### src/rtl/result_uart_tx.sv
// result_uart_tx: serial transmitter for datapath results.
// Sends one DATAWIDTH-bit value per 8N1-style frame on sTx, LSB first, and reports
// busy/done/overrun status. Defining RESULT_UART_TX_PARITY_EN adds an even parity bit
// between the data bits and the stop bit.
module result_uart_tx #(
  parameter int unsigned DATAWIDTH = 8,
  parameter int unsigned CLK_FREQ  = 50000000,
  parameter int unsigned BAUD      = 115200
) (
  input  logic                 clk,
  input  logic                 lowRst,
  input  logic                 lowWr,
  input  logic [DATAWIDTH-1:0] DataIn,
  output logic                 sTx,
  output logic                 sBusy,
  output logic                 sDone,
  output logic                 sOverrun
);

  localparam int unsigned CLKS_PER_BIT = CLK_FREQ / BAUD;
  localparam int unsigned BaudW = (CLKS_PER_BIT > 1) ? $clog2(CLKS_PER_BIT) : 1;
  localparam int unsigned BitW  = $clog2(DATAWIDTH);
  localparam logic [BaudW-1:0] BaudLast = BaudW'(CLKS_PER_BIT - 1);
  localparam logic [BitW-1:0]  BitLast  = BitW'(DATAWIDTH - 1);

  // Reject configurations that cannot time a bit or frame correctly.
  if (CLKS_PER_BIT < 2) begin : gBadBaud
    $error("result_uart_tx: CLK_FREQ/BAUD must be at least 2");
  end
  if (DATAWIDTH < 5 || DATAWIDTH > 8) begin : gBadWidth
    $error("result_uart_tx: DATAWIDTH must be in 5..8");
  end

  typedef enum logic [2:0] {
    StIdle,
    StStart,
    StData,
`ifdef RESULT_UART_TX_PARITY_EN
    StParity,
`endif
    StStop
  } stateT;

  stateT                state;
  logic [DATAWIDTH-1:0] shiftReg;
  logic [BitW-1:0]      bitCnt;
  logic [BaudW-1:0]     baudCnt;
  logic                 bitEnd;
`ifdef RESULT_UART_TX_PARITY_EN
  logic                 parityBit;
`endif

  // Last cycle of the current bit period.
  always_comb begin
    bitEnd = (baudCnt == BaudLast);
  end

  // Frame sequencer; every output is driven from this register block.
  always_ff @(posedge clk) begin
    if (!lowRst) begin
      state    <= StIdle;
      shiftReg <= '0;
      bitCnt   <= '0;
      baudCnt  <= '0;
      sTx      <= 1'b1;
      sBusy    <= 1'b0;
      sDone    <= 1'b0;
      sOverrun <= 1'b0;
`ifdef RESULT_UART_TX_PARITY_EN
      parityBit <= 1'b0;
`endif
    end else begin
      sDone <= 1'b0;
      // A load strobe during a frame is dropped but remembered until reset.
      if (!lowWr && state != StIdle) begin
        sOverrun <= 1'b1;
      end
      // Baud counter restarts at every bit boundary and is held at zero when idle.
      if (state == StIdle || bitEnd) begin
        baudCnt <= '0;
      end else begin
        baudCnt <= baudCnt + 1'b1;
      end

      case (state)
        StIdle: begin
          if (!lowWr) begin
            shiftReg <= DataIn;
            bitCnt   <= '0;
            sTx      <= 1'b0;
            sBusy    <= 1'b1;
            state    <= StStart;
`ifdef RESULT_UART_TX_PARITY_EN
            parityBit <= ^DataIn;
`endif
          end
        end
        StStart: begin
          if (bitEnd) begin
            sTx   <= shiftReg[0];
            state <= StData;
          end
        end
        StData: begin
          if (bitEnd) begin
            if (bitCnt == BitLast) begin
`ifdef RESULT_UART_TX_PARITY_EN
              sTx   <= parityBit;
              state <= StParity;
`else
              sTx   <= 1'b1;
              state <= StStop;
`endif
            end else begin
              // Present the next bit in the same edge that shifts it into position 0.
              shiftReg <= shiftReg >> 1;
              sTx      <= shiftReg[1];
              bitCnt   <= bitCnt + 1'b1;
            end
          end
        end
`ifdef RESULT_UART_TX_PARITY_EN
        StParity: begin
          if (bitEnd) begin
            sTx   <= 1'b1;
            state <= StStop;
          end
        end
`endif
        StStop: begin
          if (bitEnd) begin
            sBusy <= 1'b0;
            sDone <= 1'b1;
            state <= StIdle;
          end
        end
        default: begin
          sTx   <= 1'b1;
          sBusy <= 1'b0;
          state <= StIdle;
        end
      endcase
    end
  end

endmodule

### config.mk
export PLATFORM = sky130hd
export DESIGN_NAME = result_uart_tx
export DESIGN_NICKNAME = d
export VERILOG_FILES = /design/src/rtl/result_uart_tx.sv
export SDC_FILE = /design/constraint.sdc
export NUM_CORES = 1
export LEC_CHECK = 0
export BUFFER_PORTS_ARGS = -buffer_cell sky130_fd_sc_hd__buf_2
export CAP_MARGIN = 20
export CELL_PAD_IN_SITES_DETAIL_PLACEMENT = 1
export CELL_PAD_IN_SITES_GLOBAL_PLACEMENT = 1
export CORE_MARGIN = 4
export CORE_UTILIZATION = 43
export CTS_CLUSTER_DIAMETER = 60
export DETAILED_ROUTE_END_ITERATION = 8
export PLACE_DENSITY_LB_ADDON = 0.1
export SLEW_MARGIN = 20
export SYNTH_ARGS = -nofsm -noshare
export SYNTH_HDL_FRONTEND = slang
export SYNTH_SLANG_ARGS = --single-unit
### constraint.sdc
create_clock -name clk -period 2.04 [get_ports clk]
set_input_delay 0 -clock clk [delete_from_list [all_inputs] [get_ports clk]]
set_output_delay 0 -clock clk [all_outputs]
set_load 0.02 [all_outputs]
==> results.py, run 1 <==
metrics = {
    "die": {
        "coreArea_sq_um": 2850,
        "die_area_sq_um": 4040,
        "die_y_microns": 63.5,
        "rows": 19,
        "ios": 15,
        "die_x_microns": 63.5,
        "initial_core_util_pct": 46.5,
    },
    "timing": {
        "rsz0062_at_grt": "false",
        "fmax_mhz": 569,
        "setup_slack_ns": 0.282,
        "tns_ns": 0,
        "maxSlewViolCount": 0,
        "fin_skew_ns": 0.00528,
        "finalCritPeriodShare_pct": 86.2,
        "setup_viol": 0,
        "hold_viol": 0,
        "slew_headroom_pct": 68.9,
        "fin_crit_ns": 1.76,
        "worstMarginPinSlew_ns": 0.467,
    },
    "routing": {
        "detail_route.vias_per_cell": 5.69,
        "ant_nets": 0,
        "wl_microns": 2760,
        "drt_first_pass_iters": 4,
        "drcViolationCount": 0,
        "wl_per_cell_microns": 14.9,
        "drt_iter0_markers": 12,
        "dr_total_vias": 1053,
    },
    "placement": {
        "place_congestion": 0.739,
        "dpl.cell_count": 180,
        "place_ws_ns": 0.281,
        "dp_hpwl_microns": 1980,
        "io_buffers": 14,
    },
    "synth": {
        "ys_seq_area_share_pct": 39.2,
        "syn_inst": 141,
        "ys_types": 34,
        "syn_area_sq_um": 1330,
        "synth_nets": 161,
        "yosys_most_used_dff": "dfxtp_1",
        "async_flop_share_pct": 0,
        "ys_ff_latch": 26,
        "synth-edff-count": 0,
        "avgSynthCellArea_sq_um": 9.41,
        "yosysWarnings": 0,
    },
    "clock_network": {
        "clk_pin_slew_ns": 0.14,
        "clock-sinks": 26,
        "postCtsSetupBuffers": 0,
        "cts_root_buf": "clkbuf_4",
        "clk_latency_ns": 0.33,
        "ctsHoldBuffers": 1,
        "cts_resized": 0,
        "clock_path_buffers": 2,
        "cts_tree": "yes",
        "numCtsBuffers": 3,
        "htree_num_levels": 1,
    },
    "critical_path": {
        "max_stage_delay_ns": 0.43,
        "crit_family": "simple AND/OR/NAND/NOR gates",
        "critPathCaptureType": "register",
        "crit_fanout": 15,
        "cp_slowest_cell": "and2_1",
        "start_kind": "register",
        "cp_cell_sequence": "inv_1, ha_1, nor2_1, and2_1, o21ai_0, o311a_1",
        "worstPathBufferInverterCount": 1,
        "worstPathRequired_ns": 2.27,
        "crit_type": "register to register",
        "cp.arrival_ns": 1.99,
    },
    "global_routing": {
        "grt_max_degree": 21,
        "antenna_found_initial": 0,
        "use_met2_pct": 25.3,
        "grt_pass1_vias": 1117,
        "grt_util_met1_pct": 18.4,
        "overflow": 0,
        "grt_use_total_pct": 15.0,
        "busiest_layer": "met2",
        "grt_pass1_wl_microns": 4900,
        "grt_util_met3_pct": 3.02,
    },
    "power": {
        "ir_worst_vdd_uv": 553,
        "p_leak_nw": 0.606,
        "p_per_area_nw_per_um2": 1150,
    },
    "cells_and_area": {
        "regArea_sq_um": 520,
        "syn2layout_area_growth_pct": 10.2,
        "fillers": 346,
        "final_cells": 185,
        "drive_gt1_share_pct": 16.2,
        "mostFrequentLayoutCells": "dfxtp_1, nor2_1, nand2_1, buf_2",
        "final_nets": 175,
        "final_common_cell": "dfxtp_1",
        "multi_input_area_sq_um": 751,
        "final_util_pct": 51.2,
        "antennaDiodeCount": 0,
    },
    "run": {
        "cap_violations": 0,
    },
    "outcome": {
        "status": "finished, final reports clean",
    },
    "hold_path": {
        "hold_class": "primary input to register",
    },
}
[cells by family after synthesis]
logic type,share of synthesized area [%]
simple gates,19.2
compound gates,17.5
flops,39.2
buf+inv,4.15
mux,6.79
fa+ha+maj,8.49
xor+xnor,4.62
[layout make-up]
class,count,share of cell area (%)
inverters,3,0.771
repair buffers,16,5.99
multi-input cells,105,51.4
well taps,31,2.65
clock inverters,1,2.05
clock buffers,3,1.54
flip-flops and latches,26,35.6
[per-layer routing]
layer  wire length [microns]  share of wire, %
met1                    1340                48
met2                    1300                47
met3                     101               3.7
met4                      24              0.87
met5                       0                 0
[power breakdown]
group          total [mW]  internal [mW]  switching, mW
Clock               0.359          0.199          0.161
Combinational       0.635          0.273          0.361
Sequential          0.684          0.615         0.0696
Total                1.68           1.09          0.591
[cell usage after synthesis, types with 2 or more instances]
cell type | count | area (sq um)
a21boi_2 | 2 | 22.5
clkbuf_1 | 3 | 11.3
nand4_1 | 2 | 12.5
dfxtp_1 | 26 | 521
inv_1 | 3 | 11.3
mux2i_1 | 9 | 90.1
and2_1 | 3 | 18.8
nor2_1 | 18 | 67.6
a21oi_1 | 3 | 15.0
buf_2 | 2 | 10.0
and3_1 | 2 | 12.5
o311a_1 | 7 | 70.1
ha_1 | 9 | 113
nand2_1 | 14 | 52.6
xor2_1 | 3 | 26.3
buf_6 | 2 | 22.5
o21a_1 | 2 | 15.0
nand3_1 | 6 | 30.0
o21ai_0 | 7 | 35.0
xnor2_1 | 4 | 35.0
[registers in the layout (all words and copies together), names as in the netlist]
signal and flops:
bitCnt 3, sTx 1, sDone 1, sOverrun 1
baudCnt 9, shiftReg 8, state 2, sBusy 1
[stage by stage]
step           power [mW]  hold WS, ns  cell area, sq um
5_1_grt              1.81       0.0339              1460
4_1_cts              1.70       0.0299              1460
2_1_floorplan        1.18        0.145              1330
3_3_place_gp         1.30        0.258              1400
6_report             1.68       0.0286              1460
3_5_place_dp         1.33        0.287              1400
[path summary, 6_finish.rpt]
path / startpoint / depth (start not counted) / slack (ns) / endpoint
worst min-delay path: lowRst / 2 / 0.03 / sTx
worst max-delay path: state[0] / 6 / 0.28 / shiftReg[1]
worst max register to register: state[0] / 6 / 0.28 / shiftReg[1]
worst min register to register: sOverrun / 1 / 0.48 / sOverrun
No activity file was read; power rests on OpenSTA's default activity.
==> run 2: changes to the inputs <==
- CORE_UTILIZATION: 43 -> 39
- clock period: 2.04 -> 1.45 ns (I/O delays scaled with it)
==> results.py, run 2 (same netlist as run 1, synthesis figures left out) <==
metrics = {
    "clock_network": {
        "clock_path_buffers": 2,
        "clk_latency_ns": 0.34,
        "clk_pin_slew_ns": 0.15,
        "htree_num_levels": 1,
        "numCtsBuffers": 3,
        "cts_tree": "yes",
        "cts_root_buf": "clkbuf_4",
        "clock-sinks": 26,
    },
    "critical_path": {
        "start_kind": "register",
        "crit_fanout": 4,
        "max_stage_delay_ns": 0.39,
        "crit_path_start": "state[1]",
        "crit_type": "register to register",
        "worstPathRequired_ns": 1.68,
        "cp.arrival_ns": 1.79,
        "reg2reg_depth": 7,
        "endpoint": "bitCnt[0]",
        "cp_cell_sequence": "buf_6, ha_4, nor2_1, buf_4, nand2_1, and3_1, o21a_1",
        "cp_num_cells": 7,
        "r2r-start": "state[1]",
        "worstPathBufferInverterCount": 2,
        "worstReg2RegEnd": "bitCnt[0]",
        "critPathCaptureType": "register",
        "regToRegSetupSlack_ns": -0.11,
        "crit_family": "simple AND/OR/NAND/NOR gates",
        "cp_slowest_cell": "dfxtp_4",
    },
    "timing": {
        "worstMarginPinSlew_ns": 0.275,
        "fmax_mhz": 643,
        "finalCritPeriodShare_pct": 107,
        "slew_headroom_pct": 81.7,
        "fin_crit_ns": 1.56,
        "maxSlewViolCount": 0,
        "fin_skew_ns": 0.0158,
        "tns_ns": -0.620,
        "setup_viol": 14,
        "setup_slack_ns": -0.106,
        "hold_viol": 0,
        "rsz0062_at_grt": "true",
    },
    "cells_and_area": {
        "fillers": 357,
        "regMostFlops": "baudCnt",
        "antennaDiodeCount": 0,
        "final_util_pct": 59.8,
        "regArea_sq_um": 531,
        "multi_input_area_sq_um": 938,
        "drive_gt1_share_pct": 48.4,
        "final_common_cell": "buf_4",
        "reg.largest.list": "baudCnt (9), shiftReg (8), bitCnt (3)",
        "largest_reg_flops": 9,
        "final_nets": 203,
        "mostFrequentLayoutCells": "buf_4, dfxtp_1, nor2_1",
        "syn2layout_area_growth_pct": 42.2,
    },
    "global_routing": {
        "antenna_found_initial": 0,
        "grt_use_total_pct": 18.0,
        "grt_pass1_wl_microns": 6050,
        "grt_max_degree": 20,
        "grt_pass1_vias": 1297,
        "overflow": 0,
    },
    "placement": {
        "io_buffers": 14,
        "place_congestion": 0.858,
        "dp_hpwl_microns": 2440,
        "place_ws_ns": -0.161,
    },
    "power": {
        "ir_worst_vdd_uv": 685,
        "p_leak_nw": 0.764,
        "power_mw": 2.89,
        "p_per_area_nw_per_um2": 1530,
    },
    "die": {
        "die_y_microns": 66.3,
        "coreArea_sq_um": 3150,
        "ios": 15,
        "die_x_microns": 66.3,
        "rows": 20,
        "die_area_sq_um": 4400,
        "initial_core_util_pct": 42.1,
    },
    "routing": {
        "drcViolationCount": 0,
        "dr_total_vias": 1205,
        "drt_first_pass_iters": 4,
        "drt_iter0_markers": 32,
        "ant_nets": 0,
        "detail_route.vias_per_cell": 5.33,
        "wl_per_cell_microns": 17.0,
        "wl_microns": 3840,
    },
    "outcome": {
        "status": "finished, violations left",
        "violations": "setup timing",
    },
    "hold_path": {
        "hold_class": "primary input to register",
    },
    "run": {
        "cap_violations": 0,
    },
}
[run 2: changes by cell type in the layout (fill, tap and decap cells not counted), sizes merged]
cell	before	now
and4	1	2
buf	15	42
clkbuf	3	4
bufinv	1	0
[run 2: layout make-up]
class	count	area share (%)
Clock buffer	4	1.92
Inverter	3	0.597
Timing Repair Buffer	43	16.7
Sequential cell	26	28.1
Tap cell	44	2.92
Multi-Input combinational cell	106	49.8
[run 2: worst min-delay path by stage]
stage                  end  cells past startpoint      start
5_1_grt        shiftReg[2]                      4  DataIn[2]
3_5_place_dp   shiftReg[7]                      3  DataIn[7]
4_1_cts           sOverrun                      3      lowWr
3_3_place_gp   shiftReg[7]                      3  DataIn[7]
2_1_floorplan  shiftReg[7]                      2  DataIn[7]
6_report       shiftReg[2]                      4  DataIn[2]
[run 2: what timing repair did]
action                                  4_1_cts  5_1_grt
pin swaps                                     7        4
hold endpoints to repair                      1        0
setup buffers                                 4        2
endpoints found under the setup margin       15       24
resized for setup                            29       24
hold buffers                                  1        0
gates cloned                                  1        0
[run 2: worst min-delay path, cell delays in order]
cell     delay (ns)
buf_2          0.07
mux2i_1        0.07
o21ai_2        0.05
o311a_1        0.14
[run 2: through the flow]
stage,hold WS [ns],std cells,cell area [sq um]
floorplan,0.145,141,1360
global placement,0.261,214,1610
detailed placement,0.278,214,1610
CTS,0.0176,224,1770
global route,0.0268,226,1890
finish,0.0179,226,1890
[run 2: routing by layer]
metal	global-route usage [%]	routed length [microns]	vias to the layer above
met4	6.35	72	0
met2	33.2	2040	18
met3	2.89	107	8
met5	0	0	-
met1	20.6	1620	588
li1	-	-	591
[run 2: where the power goes]
group | switching [mW] | internal (mW)
sequential | 0.104 | 0.878
clock | 0.222 | 0.154
combinational | 0.755 | 0.780
==> run 3: changes to the inputs <==
- ABC_AREA: default -> 1
- BUFFER_PORTS_ARGS: -buffer_cell sky130_fd_sc_hd__buf_2 -> default
- CORE_UTILIZATION: 39 -> 40
- DONT_BUFFER_PORTS: default -> 1
==> results.py, run 3 <==
metrics = {
    "die": {
        "ios": 15,
        "initial_core_util_pct": 43.2,
        "die_x_microns": 66.4,
        "die_y_microns": 66.4,
        "coreArea_sq_um": 3150,
        "die_area_sq_um": 4400,
        "rows": 20,
    },
    "global_routing": {
        "grt_pass1_vias": 1371,
        "overflow": 0,
        "grt_max_degree": 19,
        "antenna_found_initial": 0,
        "grt_use_total_pct": 17.7,
        "grt_pass1_wl_microns": 5950,
    },
    "timing": {
        "rsz0062_at_grt": "true",
        "fin_skew_ns": 0.00839,
        "slew_headroom_pct": 81.6,
        "fmax_mhz": 681,
        "hold_viol": 21,
        "setup_slack_ns": -0.0176,
        "maxSlewViolCount": 0,
        "setup_viol": 1,
        "worstMarginPinSlew_ns": 0.274,
        "whs_ns": -0.246,
        "fin_crit_ns": 1.47,
        "finalCritPeriodShare_pct": 101,
    },
    "cells_and_area": {
        "final_util_pct": 57.6,
        "final_cells": 255,
        "reg.largest.list": "baudCnt (9), shiftReg (8), bitCnt (3)",
        "largest_reg_flops": 9,
        "syn2layout_area_growth_pct": 33.3,
        "mostFrequentLayoutCells": "nand2_1, nor2_1, dfxtp_1",
        "regMostFlops": "baudCnt",
        "drive_gt1_share_pct": 40.8,
        "antennaDiodeCount": 0,
        "final_common_cell": "nand2_1",
        "final_nets": 233,
    },
    "synth": {
        "yosysTopAreaCell": "dfxtp_1",
        "ys_top_cells_by_area": "dfxtp_1, nand2_1, ha_1, nor2_1, inv_1",
        "synth-edff-count": 0,
        "yosysWarnings": 0,
        "ys_seq_area_share_pct": 38.2,
        "syn_inst": 187,
        "yosys_most_used_dff": "dfxtp_1",
        "syn_area_sq_um": 1360,
        "synth_common_cells": "nand2_1, dfxtp_1, nor2_1",
        "async_flop_share_pct": 0,
        "synth_nets": 207,
        "ys_ff_latch": 26,
        "synth.most_common_cell": "nand2_1",
        "synth_top_area_share_pct": 38.2,
        "ys_types": 24,
        "avgSynthCellArea_sq_um": 7.29,
    },
    "clock_network": {
        "cts_root_buf": "clkbuf_4",
        "clock-sinks": 26,
        "clock_path_buffers": 2,
        "clk_latency_ns": 0.32,
        "cts_tree": "yes",
        "numCtsBuffers": 3,
        "clk_pin_slew_ns": 0.14,
        "htree_num_levels": 1,
        "ctsHoldBuffers": 3,
    },
    "power": {
        "intPower_mw": 1.68,
        "combinationalPowerShare_pct": 55.3,
        "power_mw": 2.96,
        "swShare_pct": 43.4,
        "p_leak_nw": 0.806,
        "seq_power_share_pct": 34.4,
        "p_per_area_nw_per_um2": 1630,
        "clock_power_share_pct": 10.4,
        "ir_worst_vdd_uv": 765,
        "p_sw_mw": 1.28,
    },
    "placement": {
        "io_buffers": 0,
        "place_ws_ns": -0.0442,
        "dpl.cell_count": 246,
        "dp_hpwl_microns": 2590,
        "place_congestion": 0.803,
    },
    "critical_path": {
        "start_kind": "register",
        "critPathCaptureType": "register",
        "crit_type": "register to register",
        "cp.arrival_ns": 1.70,
        "worstPathRequired_ns": 1.68,
        "crit_fanout": 4,
    },
    "outcome": {
        "violations": "hold timing, setup timing",
        "status": "finished, violations left",
    },
    "routing": {
        "wl_microns": 4060,
        "wl_per_cell_microns": 15.9,
        "detail_route.vias_per_cell": 5.03,
        "drt_first_pass_iters": 4,
        "ant_nets": 0,
        "dr_total_vias": 1282,
        "drt_iter0_markers": 42,
        "drcViolationCount": 0,
    },
    "run": {
        "cap_violations": 0,
    },
    "hold_path": {
        "hold_class": "primary input to register",
    },
}
run 3: changes by cell type after synthesis, sizes merged, moves of 4 or more:
cell	change
a21oi	+6
xnor2	-4
o311a	-7
nand4	+6
nor2	+16
inv	+19
nand2	+40
mux2i	-9
run 3: worst max-delay path, stage by stage, from the launching register on:
cell,delay [ns]
dfxtp_2,0.40
inv_1,0.09
ha_4,0.18
inv_1,0.11
nand2_2,0.10
buf_4,0.14
nand2_1,0.06
nand4_1,0.13
nand2_1,0.10
nor2_1,0.06
run 3: routing by layer:
layer | GRT usage [%] | up-vias | wire length [microns] | share of wire, %
met2 | 34.4 | 13 | 2310 | 57
li1 | - | 640 | - | -
met4 | 7.36 | 0 | 81 | 2.0
met1 | 18.0 | 621 | 1600 | 39
met5 | 0 | - | 0 | 0
met3 | 3.06 | 8 | 64 | 1.6
run 3: metrics by stage:
stage / cell area, sq um / setup TNS (ns)
2_1_floorplan: 1370 / 0
4_1_cts: 1640 / 0
5_1_grt: 1820 / -0.621
6_report: 1820 / -0.0176
3_5_place_dp: 1550 / -0.130
3_3_place_gp: 1550 / 0
run 3: cells by family after synthesis:
| logic type | after synthesis | share of synthesized area, % |
|---|---|---|
| XOR/XNOR | 1 | 0.643 |
| flip-flops | 26 | 38.2 |
| AO/OA/AOI/OAI | 21 | 8.26 |
| AND/OR/NAND/NOR | 105 | 37.2 |
| buffers and inverters | 25 | 7.44 |
| adder cells (fa/ha/maj) | 9 | 8.26 |
run 3: layout make-up:
type | count | area, sq um
Fill cell | 400 | 1340
Multi-Input combinational cell | 136 | 915
Sequential cell | 26 | 531
Timing Repair Buffer | 24 | 211
Inverter | 22 | 82.6
Tap cell | 44 | 55.1
Clock buffer | 3 | 22.5
run 3: final timing paths:
kind	start	end	slack, ns	cells after the start
setup reg to reg	state[1]	state[0]	-0.02	9
hold / removal	lowRst	sTx	-0.25	1
hold reg to reg	shiftReg[7]	shiftReg[7]	0.49	2
setup / recovery	state[1]	state[0]	-0.02	9
run 3: timing repair:
| item | 4_1_cts | 5_1_grt |
|---|---|---|
| hold endpoints to repair | 26 | 21 |
| gates resized for setup | 14 | 45 |
| endpoints found under the setup margin | 16 | 19 |
| setup buffers | 0 | 3 |
| pin swaps | 7 | 17 |
run 3: power by group through the flow:
stage	Clock (mW)	Sequential, mW	Combinational, mW
6_report	0.307	1.02	1.64
3_3_place_gp	0	1.00	1.24
4_1_cts	0.319	0.993	1.37
2_1_floorplan	0	0.998	0.840
3_5_place_dp	0	1.01	1.30
5_1_grt	0.358	1.04	1.79
